## config.mk

```make
export PLATFORM = sky130hd
export DESIGN_NAME = csel_presum_stage
export DESIGN_NICKNAME = d
export VERILOG_FILES = /design/src/rtl/csel_presum_stage.sv
export SDC_FILE = /design/constraint.sdc
export NUM_CORES = 1
export LEC_CHECK = 0
export ABC_AREA = 1
export ABC_CLOCK_PERIOD_IN_PS = 2100
export BUFFER_PORTS_ARGS = -buffer_cell sky130_fd_sc_hd__buf_2
export CAP_MARGIN = 20
export CORE_UTILIZATION = 53
export DETAILED_ROUTE_END_ITERATION = 6
export MAX_ROUTING_LAYER = met4
export PLACE_DENSITY = 0.75
export SETUP_SLACK_MARGIN = 0.3
export SLEW_MARGIN = 20
export SYNTH_ARGS = -nofsm -noshare
export SYNTH_HDL_FRONTEND = slang
export SYNTH_SLANG_ARGS = --single-unit
```

## constraint.sdc

```tcl
create_clock -name clk -period 2.1 [get_ports clk]
set_input_delay 0.105 -clock clk [delete_from_list [all_inputs] [get_ports clk]]
set_output_delay 0.105 -clock clk [all_outputs]
set_load 0.03 [all_outputs]
```

## src/rtl/csel_presum_stage.sv

```systemverilog
// Carry-select presum stage: both high-half candidate sums plus the low-half carry (select),
// held in a 2-entry skid buffer. Optional transfer counter with `define CSEL_STATS_EN.
module csel_presum_stage #(
  parameter int W = 8
) (
  input  logic             clk,
  input  logic             rst,
  input  logic             in_valid,
  output logic             in_ready,
  input  logic [W-1:0]     a,
  input  logic [W-1:0]     b,
  input  logic             cin,
  output logic             out_valid,
  input  logic             out_ready,
  output logic [W/2-1:0]   lo_sum,
  output logic             sel,
  output logic [W/2-1:0]   hi_sum0,
  output logic [W/2-1:0]   hi_sum1,
  output logic             hi_cout0,
  output logic             hi_cout1
`ifdef CSEL_STATS_EN
  ,output logic [7:0]      xfer_cnt
`endif
);

  localparam int H = W / 2;

  // Field order matches {carry, sum} of each (H+1)-bit half adder.
  typedef struct packed {
    logic         hi_cout1;
    logic [H-1:0] hi_sum1;
    logic         hi_cout0;
    logic [H-1:0] hi_sum0;
    logic         sel;
    logic [H-1:0] lo_sum;
  } res_t;

  typedef enum logic [1:0] {EMPTY, ONE, TWO} state_t;

  state_t state, state_n;
  res_t   head, skid, nres;
  logic   [H:0] lo_w, hi0_w, hi1_w;
  logic   in_xfer, out_xfer;
  logic   load_head, head_from_skid, load_skid;

  assign lo_w  = {1'b0, a[H-1:0]} + {1'b0, b[H-1:0]} + {{H{1'b0}}, cin};
  assign hi0_w = {1'b0, a[W-1:H]} + {1'b0, b[W-1:H]};
  assign hi1_w = hi0_w + {{H{1'b0}}, 1'b1};
  assign nres  = {hi1_w, hi0_w, lo_w};

  assign in_xfer  = in_valid && in_ready;
  assign out_xfer = out_valid && out_ready;

  always_comb begin
    state_n        = state;
    load_head      = 1'b0;
    head_from_skid = 1'b0;
    load_skid      = 1'b0;
    case (state)
      EMPTY: if (in_xfer) begin
        state_n   = ONE;
        load_head = 1'b1;
      end
      ONE: begin
        if (in_xfer && !out_xfer) begin
          state_n   = TWO;
          load_skid = 1'b1;
        end else if (!in_xfer && out_xfer) begin
          state_n = EMPTY;
        end else if (in_xfer && out_xfer) begin
          load_head = 1'b1;
        end
      end
      TWO: if (out_xfer) begin
        state_n        = ONE;
        load_head      = 1'b1;
        head_from_skid = 1'b1;
      end
      default: state_n = EMPTY;
    endcase
  end

  // Handshake outputs are registered from the next state so they come straight off flops.
  always_ff @(posedge clk) begin
    if (rst) begin
      state     <= EMPTY;
      head      <= '0;
      skid      <= '0;
      in_ready  <= 1'b1;
      out_valid <= 1'b0;
    end else begin
      state     <= state_n;
      in_ready  <= (state_n != TWO);
      out_valid <= (state_n != EMPTY);
      if (load_head) head <= head_from_skid ? skid : nres;
      if (load_skid) skid <= nres;
    end
  end

  assign {hi_cout1, hi_sum1, hi_cout0, hi_sum0, sel, lo_sum} = head;

`ifdef CSEL_STATS_EN
  always_ff @(posedge clk) begin
    if (rst)                             xfer_cnt <= '0;
    else if (out_xfer && xfer_cnt != 8'hFF) xfer_cnt <= xfer_cnt + 8'd1;
  end
`endif

endmodule
```

Yosys cells after proc, flatten, opt, wreduce, memory -nomap -nowiden
Cells that the tools add are included.
- add/sub/neg operators: 4
- equality and inequality tests: 3
- muxes and demuxes: 15
- reductions and logical operators: 9
- operator list (kind ; number):
    two-way mux 15 bit ; 1
    adder 4 x 4 -> 5 bit ; 2
    two-way mux 1 bit ; 8
    two-way mux 2 bit ; 4
    case mux 2 bit (3 select lines) ; 1
    adder 5 x 1 -> 5 bit ; 1
    adder 5 x 1 -> 5 bit (second input constant) ; 1
    logical AND 1 bit ; 5
    case mux 1 bit (3 select lines) ; 1
    equality test 2 x 1 -> 1 bit (second input constant) ; 1
    equality test 2 bit (second input constant) ; 1
    zero test 1 bit ; 2
    zero test 2 bit ; 1
    != test 2 bit (second input constant) ; 1
    nonzero test 2 bit ; 1
- register bits: 34
- input port bits: 21

Longest topological paths before layout
Gate-level depths: netlist (run 1).
- depth in word-level cells: 7
- mapped depth: 13
- mapped depth without buffers: 13

Worst setup path before layout (run 1)
No wires, ideal clock.
- path kind: input -> register
- start point: in a[4]
- end point: reg skid[14] in the netlist's numbering
- setup time: 0.109 ns
- arrival: 1.479 ns
- slack: 0.512 ns
- cell stages on the path: 12
- path buffers: 0
- cells stage by stage: ha_1 inv_1 fa_1 inv_1 ha_1 inv_1 nor2_2 nand4_1 nand2_1 nand2_1 nand2_1 inv_1
- word-level cells in the longest chain between the ends: 2
- ends and longest elaborated chain (what ; RTL line ; text):
    start, declared ; 10 ; input logic [W-1:0] a,
    adder 4 x 4 -> 5 bit ; 47 ; assign hi0_w = {1'b0, a[W-1:H]} + {1'b0, b[W-1:H]};
    via hi0_w[1] ; 42 ; logic [H:0] lo_w, hi0_w, hi1_w;
    adder 5 x 1 -> 5 bit ; 48 ; assign hi1_w = hi0_w + {{H{1'b0}}, 1'b1};
    end signal, assigned ; 96 ; if (load_skid) skid <= nres;
    end, declared ; 41 ; res_t head, skid, nres;
The timed path passes the listed nets, and every way through them passes these cells.
A chain may end at the register's enable or synchronous reset.

Worst setup path after layout (run 1)
- start point: in a[4]
- end point: reg head (netlist bit hi_cout1)
- word-level cells in the longest chain between the ends: 3
- ends and longest elaborated chain (what ; RTL line ; text):
    adder 4 x 4 -> 5 bit ; 47 ;
    via hi0_w[1] ; 42 ;
    adder 5 x 1 -> 5 bit ; 48 ;
    two-way mux 15 bit ; 95 ; if (load_head) head <= head_from_skid ? skid : nres;
    end signal, assigned ; 95 ;
    end, declared ; 41 ;
The timed path passes the listed nets, and every way through them passes these cells.

==> flow_summary.json, run 1 <==
{
  "run_status": "finished, final reports clean",
  "setup-violations-final": 0,
  "antenna-diode-count": 0,
  "port_buf_inserts": 37,
  "max_cap_viol_count": 0,
  "design.portCount": 38,
  "post_route_cells_drive_above_1_share": 0.219,
  "fin_ws_ns": 0.654,
  "post_dp_cell_area_um2": 1900,
  "cellInternalPower_mw": 1.00,
  "max_freq_mhz": 692,
  "critical_path.endpoint_type": "flip-flop",
  "replace_congestion": 0.866,
  "initial_core_util": 0.555,
  "mapped_nets": 262,
  "cts.root.buffer_cell": "sky130_fd_sc_hd__clkbuf_4",
  "detail_route.wl_per_cell_um": 11.0,
  "setup.worst_path.class": "in2reg",
  "power_switching_uw": 537,
  "first_global_vias": 1335,
  "yosysUniqueCellTypes": 29,
  "grtUsageTotal": 0.231,
  "number_of_standard_cells_after_synthesis": 230,
  "nets": 301,
  "timing.final.crit_share": 0.688,
  "post-place-ws_ns": 0.291,
  "drt_first_pass_iters": 4,
  "drtAntennaViolNets": 0,
  "synth_edf_count": 0,
  "standard_cell_rows": 20,
  "worst_clock_skew_ns": 0.00488,
  "finalCriticalPeriod_ns": 1.45,
  "detail_route.wirelength_mm": 3.46,
  "synth-main-ff-cell": "sky130_fd_sc_hd__dfxtp_1",
  "vias_per_cell": 4.91,
  "clk-insertion-delay-late_ns": 0.35,
  "drc": 0,
  "comb_power_share": 0.270,
  "setup_repair_after_global_routing_missed_its_margin": "no",
  "grt_max_degree": 25,
  "final_core_utilization": 0.643,
  "cts.repair.resized": 0,
  "die-area_um2": 3420,
  "worst_setup_hold_path_clk_slew_ns": 0.11,
  "post-dp-hpwl_mm": 2.48,
  "grt_antenna_before_repair": 0,
  "finalHoldViolations": 0,
  "post_cts_buffers": 0,
  "worst_ep_required_time_ns": 2.38,
  "coreArea_um2": 3050,
  "filler_cell_count": 286,
  "critical_path_arrival_ns": 1.73,
  "postSynthAreaPerCell_um2": 7.36,
  "cellPowerDensity_nw_per_um2": 785,
  "area_delta_synth_final_pct": 15.9,
  "synth-async-reset-ratio": 0,
  "met1_wire_length_mm": 1.72,
  "critical_path_peak_fanout": 3,
  "synth.yosys.warnings": 0,
  "cts_tree": "yes",
  "synthesis.area_um2": 1690,
  "met2WireLength_mm": 1.51,
  "die_width_um": 58.5,
  "numCtsBuffers": 5,
  "top_layer": "met4",
  "maxSlewHeadroom": 0.700,
  "grt_overflow": 0,
  "global_route_wire_length_before_repair_mm": 5.68,
  "final_area_um2": 1960,
  "p_sw_frac": 0.348,
  "die_h_um": 58.5,
  "1st_iter_drt_viols": 62,
  "final_max_slew_viol_count": 0,
  "synth-seq-area-share": 0.402,
  "cts-hold-fix-buffers": 0,
  "tightestPinTransition_ns": 0.450,
  "holdCritPathClass": "in2reg",
  "clockPowerShare": 0.255,
  "p_leak_nw": 0.970,
  "met3WireLength_um": 175,
  "ys_ff_latch": 34,
  "cts_buffer_depth": 2,
  "worst_ir_drop_vdd_uv": 523,
  "vias": 1541,
  "ctsHtreeMaxLevel": 2,
  "finalSetupTns_ns": 0,
  "pwr-share-seq": 0.475,
  "startpoint_class_of_the_critical_path": "primary input",
  "clock-sinks": 34
}
## Yosys cell counts (all sizes together) (2+ instances only)
cell / count / area share
a21oi: 23 / 0.068
clkbuf: 2 / 0.0044
o21ai: 19 / 0.056
dfxtp: 34 / 0.40
inv: 33 / 0.075
a31oi: 6 / 0.022
ha: 8 / 0.059
nand2: 56 / 0.13
nor2: 24 / 0.062
nand3: 9 / 0.027
fa: 3 / 0.035
buf: 4 / 0.021
## through the flow
step | hold slack (ns) | std cells | power [mW]
detailed placement | 0.450 | 306 | 1.16
CTS | 0.153 | 314 | 1.55
floorplan | 0.184 | 230 | 1.06
global placement | 0.451 | 306 | 1.16
global route | 0.166 | 314 | 1.64
finish | 0.163 | 314 | 1.54
## placed cells by master (no fill, tap or decap), types with 2 or more instances in the layout
cell / count
sky130_fd_sc_hd__a21oi_1: 23
sky130_fd_sc_hd__a31oi_1: 6
sky130_fd_sc_hd__buf_2: 37
sky130_fd_sc_hd__clkbuf_4: 5
sky130_fd_sc_hd__clkinv_2: 2
sky130_fd_sc_hd__dfxtp_1: 34
sky130_fd_sc_hd__fa_1: 3
sky130_fd_sc_hd__ha_1: 8
sky130_fd_sc_hd__inv_1: 29
sky130_fd_sc_hd__inv_2: 3
sky130_fd_sc_hd__nand2_1: 52
sky130_fd_sc_hd__nand2_2: 4
sky130_fd_sc_hd__nand3_1: 9
sky130_fd_sc_hd__nor2_1: 20
sky130_fd_sc_hd__nor2_2: 3
sky130_fd_sc_hd__o21ai_0: 17
sky130_fd_sc_hd__o21ai_1: 2
## power by group through the flow
stage | combinational, mW | sequential [mW] | clock, mW
final | 0.416 | 0.732 | 0.393
after CTS | 0.417 | 0.732 | 0.402
after detailed placement | 0.415 | 0.747 | 0
after global routing | 0.469 | 0.740 | 0.430
after global placement | 0.412 | 0.745 | 0
after floorplan | 0.243 | 0.816 | 0
## sequential cells by signal, indices dropped and copies added, names as in the netlist
| register | count |
|---|---|
| state | 2 |
| hi_cout1 | 1 |
| hi_sum0 | 4 |
| hi_sum1 | 4 |
| sel | 1 |
| lo_sum | 4 |
| hi_cout0 | 1 |
| skid | 15 |
| in_ready | 1 |
| out_valid | 1 |
## kinds of logic (layout without fill, tap and decap cells)
kind of cell	Yosys count	after routing	synth area share
AND/OR/NAND/NOR	91	91	0.227
AO/OA/AOI/OAI	52	52	0.163
buffers and inverters	40	80	0.103
flip-flops	34	34	0.402
adder cells (fa/ha/maj)	11	11	0.0946
XOR/XNOR	2	2	0.0103
## final timing paths
kind         slack, ns         end       start  cells past startpoint
max               0.65    hi_cout1        a[4]                     12
min               0.16    state[0]    in_valid                      4
max reg2reg       0.72  hi_sum0[0]   out_valid                      8
min reg2reg       0.47  hi_sum0[0]  hi_sum0[0]                      2
## per-layer routing
| layer | up-vias | track usage |
|---|---|---|
| li1 | 818 | - |
| met4 | 0 | 0.0816 |
| met2 | 33 | 0.365 |
| met1 | 684 | 0.282 |
| met3 | 6 | 0.0659 |
| met5 | - | - |
## area by class of cell
cell class / instances / area, um2 / share of cell area
inverter: 34 / 131 / 0.0670
sequential: 34 / 681 / 0.347
multi-input combinational: 156 / 838 / 0.427
tap: 44 / 55.1 / 0.0281
timing repair buffer: 38 / 193 / 0.0982
clock buffer: 6 / 51.3 / 0.0261
clock inverter: 2 / 12.5 / 0.00638
## critical path, stage by stage
cell	delay, ns
sky130_fd_sc_hd__buf_2	0.10
sky130_fd_sc_hd__ha_1	0.20
sky130_fd_sc_hd__inv_1	0.07
sky130_fd_sc_hd__fa_1	0.43
sky130_fd_sc_hd__inv_1	0.10
sky130_fd_sc_hd__ha_1	0.17
sky130_fd_sc_hd__inv_1	0.05
sky130_fd_sc_hd__nor2_2	0.14
sky130_fd_sc_hd__nand3_1	0.10
sky130_fd_sc_hd__nand2_1	0.08
sky130_fd_sc_hd__nand3_1	0.07
sky130_fd_sc_hd__a21oi_1	0.12
(Power assumes the default switching activity.)
==> inputs of run 2 (changes only) <==
- ABC_CLOCK_PERIOD_IN_PS: 2100 -> 1500
- clock period: 2.1 -> 1.5 ns (I/O delays scaled with it)
==> flow_summary.json, run 2 (same netlist as run 1, synthesis figures left out) <==
{
  "cts_buffer_depth": 2,
  "post_dp_cell_area_um2": 1980,
  "clock-sinks": 34,
  "replace_congestion": 0.808,
  "power.total_mw": 2.35,
  "drtAntennaViolNets": 0,
  "critical_path.max_stage_delay_ns": 0.43,
  "most_used_cells_in_the_layout_excluding_fill_and_tap_cells": "42 x sky130_fd_sc_hd__nand2_1, 35 x sky130_fd_sc_hd__buf_2, 30 x sky130_fd_sc_hd__dfxtp_1",
  "largest_register_ffs": 15,
  "port_buf_inserts": 37,
  "finalCriticalPeriod_ns": 1.36,
  "clockPowerShare": 0.202,
  "setup.worst_path.class": "in2reg",
  "grt_antenna_before_repair": 0,
  "antenna-diode-count": 0,
  "power_switching_uw": 861,
  "cellPowerDensity_nw_per_um2": 980,
  "worst_ir_drop_vdd_uv": 613,
  "final_area_um2": 2400,
  "first_global_vias": 1543,
  "worst_r2r_startpoint": "state[1]",
  "detail_route.wirelength_mm": 4.69,
  "coreArea_um2": 3050,
  "post-dp-hpwl_mm": 2.70,
  "standard_cell_rows": 20,
  "critical_path_startpoint": "a[4]",
  "largest-register": "skid",
  "post_route_cells_drive_above_1_share": 0.395,
  "pwr-share-seq": 0.441,
  "leading_cell_type_in_the_layout_fill_and_taps_excluded": "sky130_fd_sc_hd__nand2_1",
  "area_delta_synth_final_pct": 41.8,
  "cts.root.buffer_cell": "sky130_fd_sc_hd__clkbuf_4",
  "p_leak_nw": 1.16,
  "critical_path.cell_chain": "buf_6 -> ha_4 -> inv_2 -> fa_1 -> inv_2 -> ha_4 -> inv_2 -> nor2_4 -> nand3_1 -> nand2_2 -> nand2_1 -> nand2_1 -> nand2_1 -> inv_1",
  "tightestPinTransition_ns": 0.343,
  "maxSlewHeadroom": 0.771,
  "drt_first_pass_iters": 4,
  "grt.met1_usage": 0.304,
  "cts-hold-fix-buffers": 0,
  "critical_path.endpoint_type": "flip-flop",
  "final_max_slew_viol_count": 0,
  "finalHoldViolations": 0,
  "grt_max_degree": 17,
  "nets": 326,
  "cp_top_family": "adder cells",
  "ctsHtreeMaxLevel": 2,
  "drc": 0,
  "detail_route.wl_per_cell_um": 13.9,
  "worst_ep_required_time_ns": 1.80,
  "die_h_um": 58.5,
  "initial_core_util": 0.555,
  "grtUsageTotal": 0.274,
  "setup-violations-final": 0,
  "final_core_utilization": 0.786,
  "setup_repair_after_global_routing_missed_its_margin": "yes",
  "critical_path_peak_fanout": 3,
  "die-area_um2": 3420,
  "busiest_layer": "met2",
  "critPathBufInv": 5,
  "critical_path_arrival_ns": 1.65,
  "global_route_wire_length_before_repair_mm": 6.76,
  "slowest_stage": "sky130_fd_sc_hd__fa_1",
  "worst_clock_skew_ns": 0.0182,
  "numCtsBuffers": 5,
  "1st_iter_drt_viols": 107,
  "max_cap_viol_count": 0,
  "worst_setup_hold_path_clk_slew_ns": 0.11,
  "hold_start": "rst",
  "die_width_um": 58.5,
  "p_sw_frac": 0.366,
  "vias": 1761,
  "startpoint_class_of_the_critical_path": "primary input",
  "vias_per_cell": 5.21,
  "design.portCount": 38,
  "grt_use_met2": 0.456,
  "cts_tree": "yes",
  "cellInternalPower_mw": 1.49,
  "comb_power_share": 0.357,
  "timing.final.crit_share": 0.904,
  "grt.met3_usage": 0.0835,
  "holdCritPathClass": "in2reg",
  "clk-insertion-delay-late_ns": 0.35,
  "run_status": "finished, final reports clean",
  "max_freq_mhz": 738,
  "grt_overflow": 0
}
-- run 2: changes by cell type in the layout (fill, tap and decap cells not counted), moves of 4 or more --
cell,change
sky130_fd_sc_hd__buf_4,+17
sky130_fd_sc_hd__inv_1,-6
sky130_fd_sc_hd__o21ai_1,+8
sky130_fd_sc_hd__o21ai_0,-11
sky130_fd_sc_hd__nand2_4,+6
sky130_fd_sc_hd__buf_6,+7
sky130_fd_sc_hd__dfxtp_1,-4
sky130_fd_sc_hd__inv_2,+4
sky130_fd_sc_hd__nand2_1,-10
-- run 2: final cells by class --
cell class,instances,area (um2)
Clock buffer,7,45.0
Fill cell,236,652
Inverter,34,159
Multi-Input combinational cell,156,1020
Sequential cell,34,691
Tap cell,44,55.1
Timing Repair Buffer,62,429
Timing Repair inverter,1,6.26
-- run 2: layer usage --
layer | vias up | wire [um]
met3 | 13 | 240
met5 | - | 0
met2 | 57 | 2370
met1 | 821 | 1970
li1 | 870 | -
met4 | 0 | 110
-- run 2: power by group through the flow --
| stage | logic [mW] | clock network (mW) | registers (mW) |
|---|---|---|---|
| after CTS | 0.704 | 0.463 | 1.03 |
| final | 0.840 | 0.475 | 1.04 |
| after global routing | 0.915 | 0.524 | 1.05 |
| after floorplan | 0.363 | 0 | 1.15 |
| after global placement | 0.614 | 0 | 1.05 |
| after detailed placement | 0.629 | 0 | 1.05 |
-- run 2: what timing repair did --
| action | in CTS | in global routing |
|---|---|---|
| hold endpoints to repair | 0 | 0 |
| cloned | 1 | 1 |
| endpoints found under the setup margin | 31 | 32 |
| setup buffers | 9 | 9 |
| pin swaps | 6 | 9 |
| resized for setup | 19 | 43 |
-- run 2: worst register-to-register path: stages, from the launching register on --
cell and delay (ns):
sky130_fd_sc_hd__dfxtp_2 0.37, sky130_fd_sc_hd__inv_2 0.06, sky130_fd_sc_hd__nor2_4 0.12, sky130_fd_sc_hd__nand2_4 0.13, sky130_fd_sc_hd__nand2_8 0.14, sky130_fd_sc_hd__inv_8 0.06
sky130_fd_sc_hd__nand2_1 0.05, sky130_fd_sc_hd__o21ai_0 0.09, sky130_fd_sc_hd__a21oi_2 0.11, sky130_fd_sc_hd__nor2_1 0.04
-- run 2: per-stage QoR --
stage          setup TNS [ns]  instances  hold slack (ns)  worst slack, ns
6_report                    0        338           0.0672            0.145
2_1_floorplan               0        230            0.154           0.0673
5_1_grt                     0        338           0.0529           0.0907
4_1_cts                     0        328           0.0883            0.255
3_5_place_dp           -0.771        311            0.434           -0.189
3_3_place_gp           -0.439        311            0.427           -0.112
-- run 2: final timing paths --
path	end	slack (ns)	cells past startpoint
max	skid[14]	0.14	14
min	lo_sum[3]	0.07	2
max reg2reg	hi_sum1[3]	0.21	9
min reg2reg	skid[4]	0.48	2
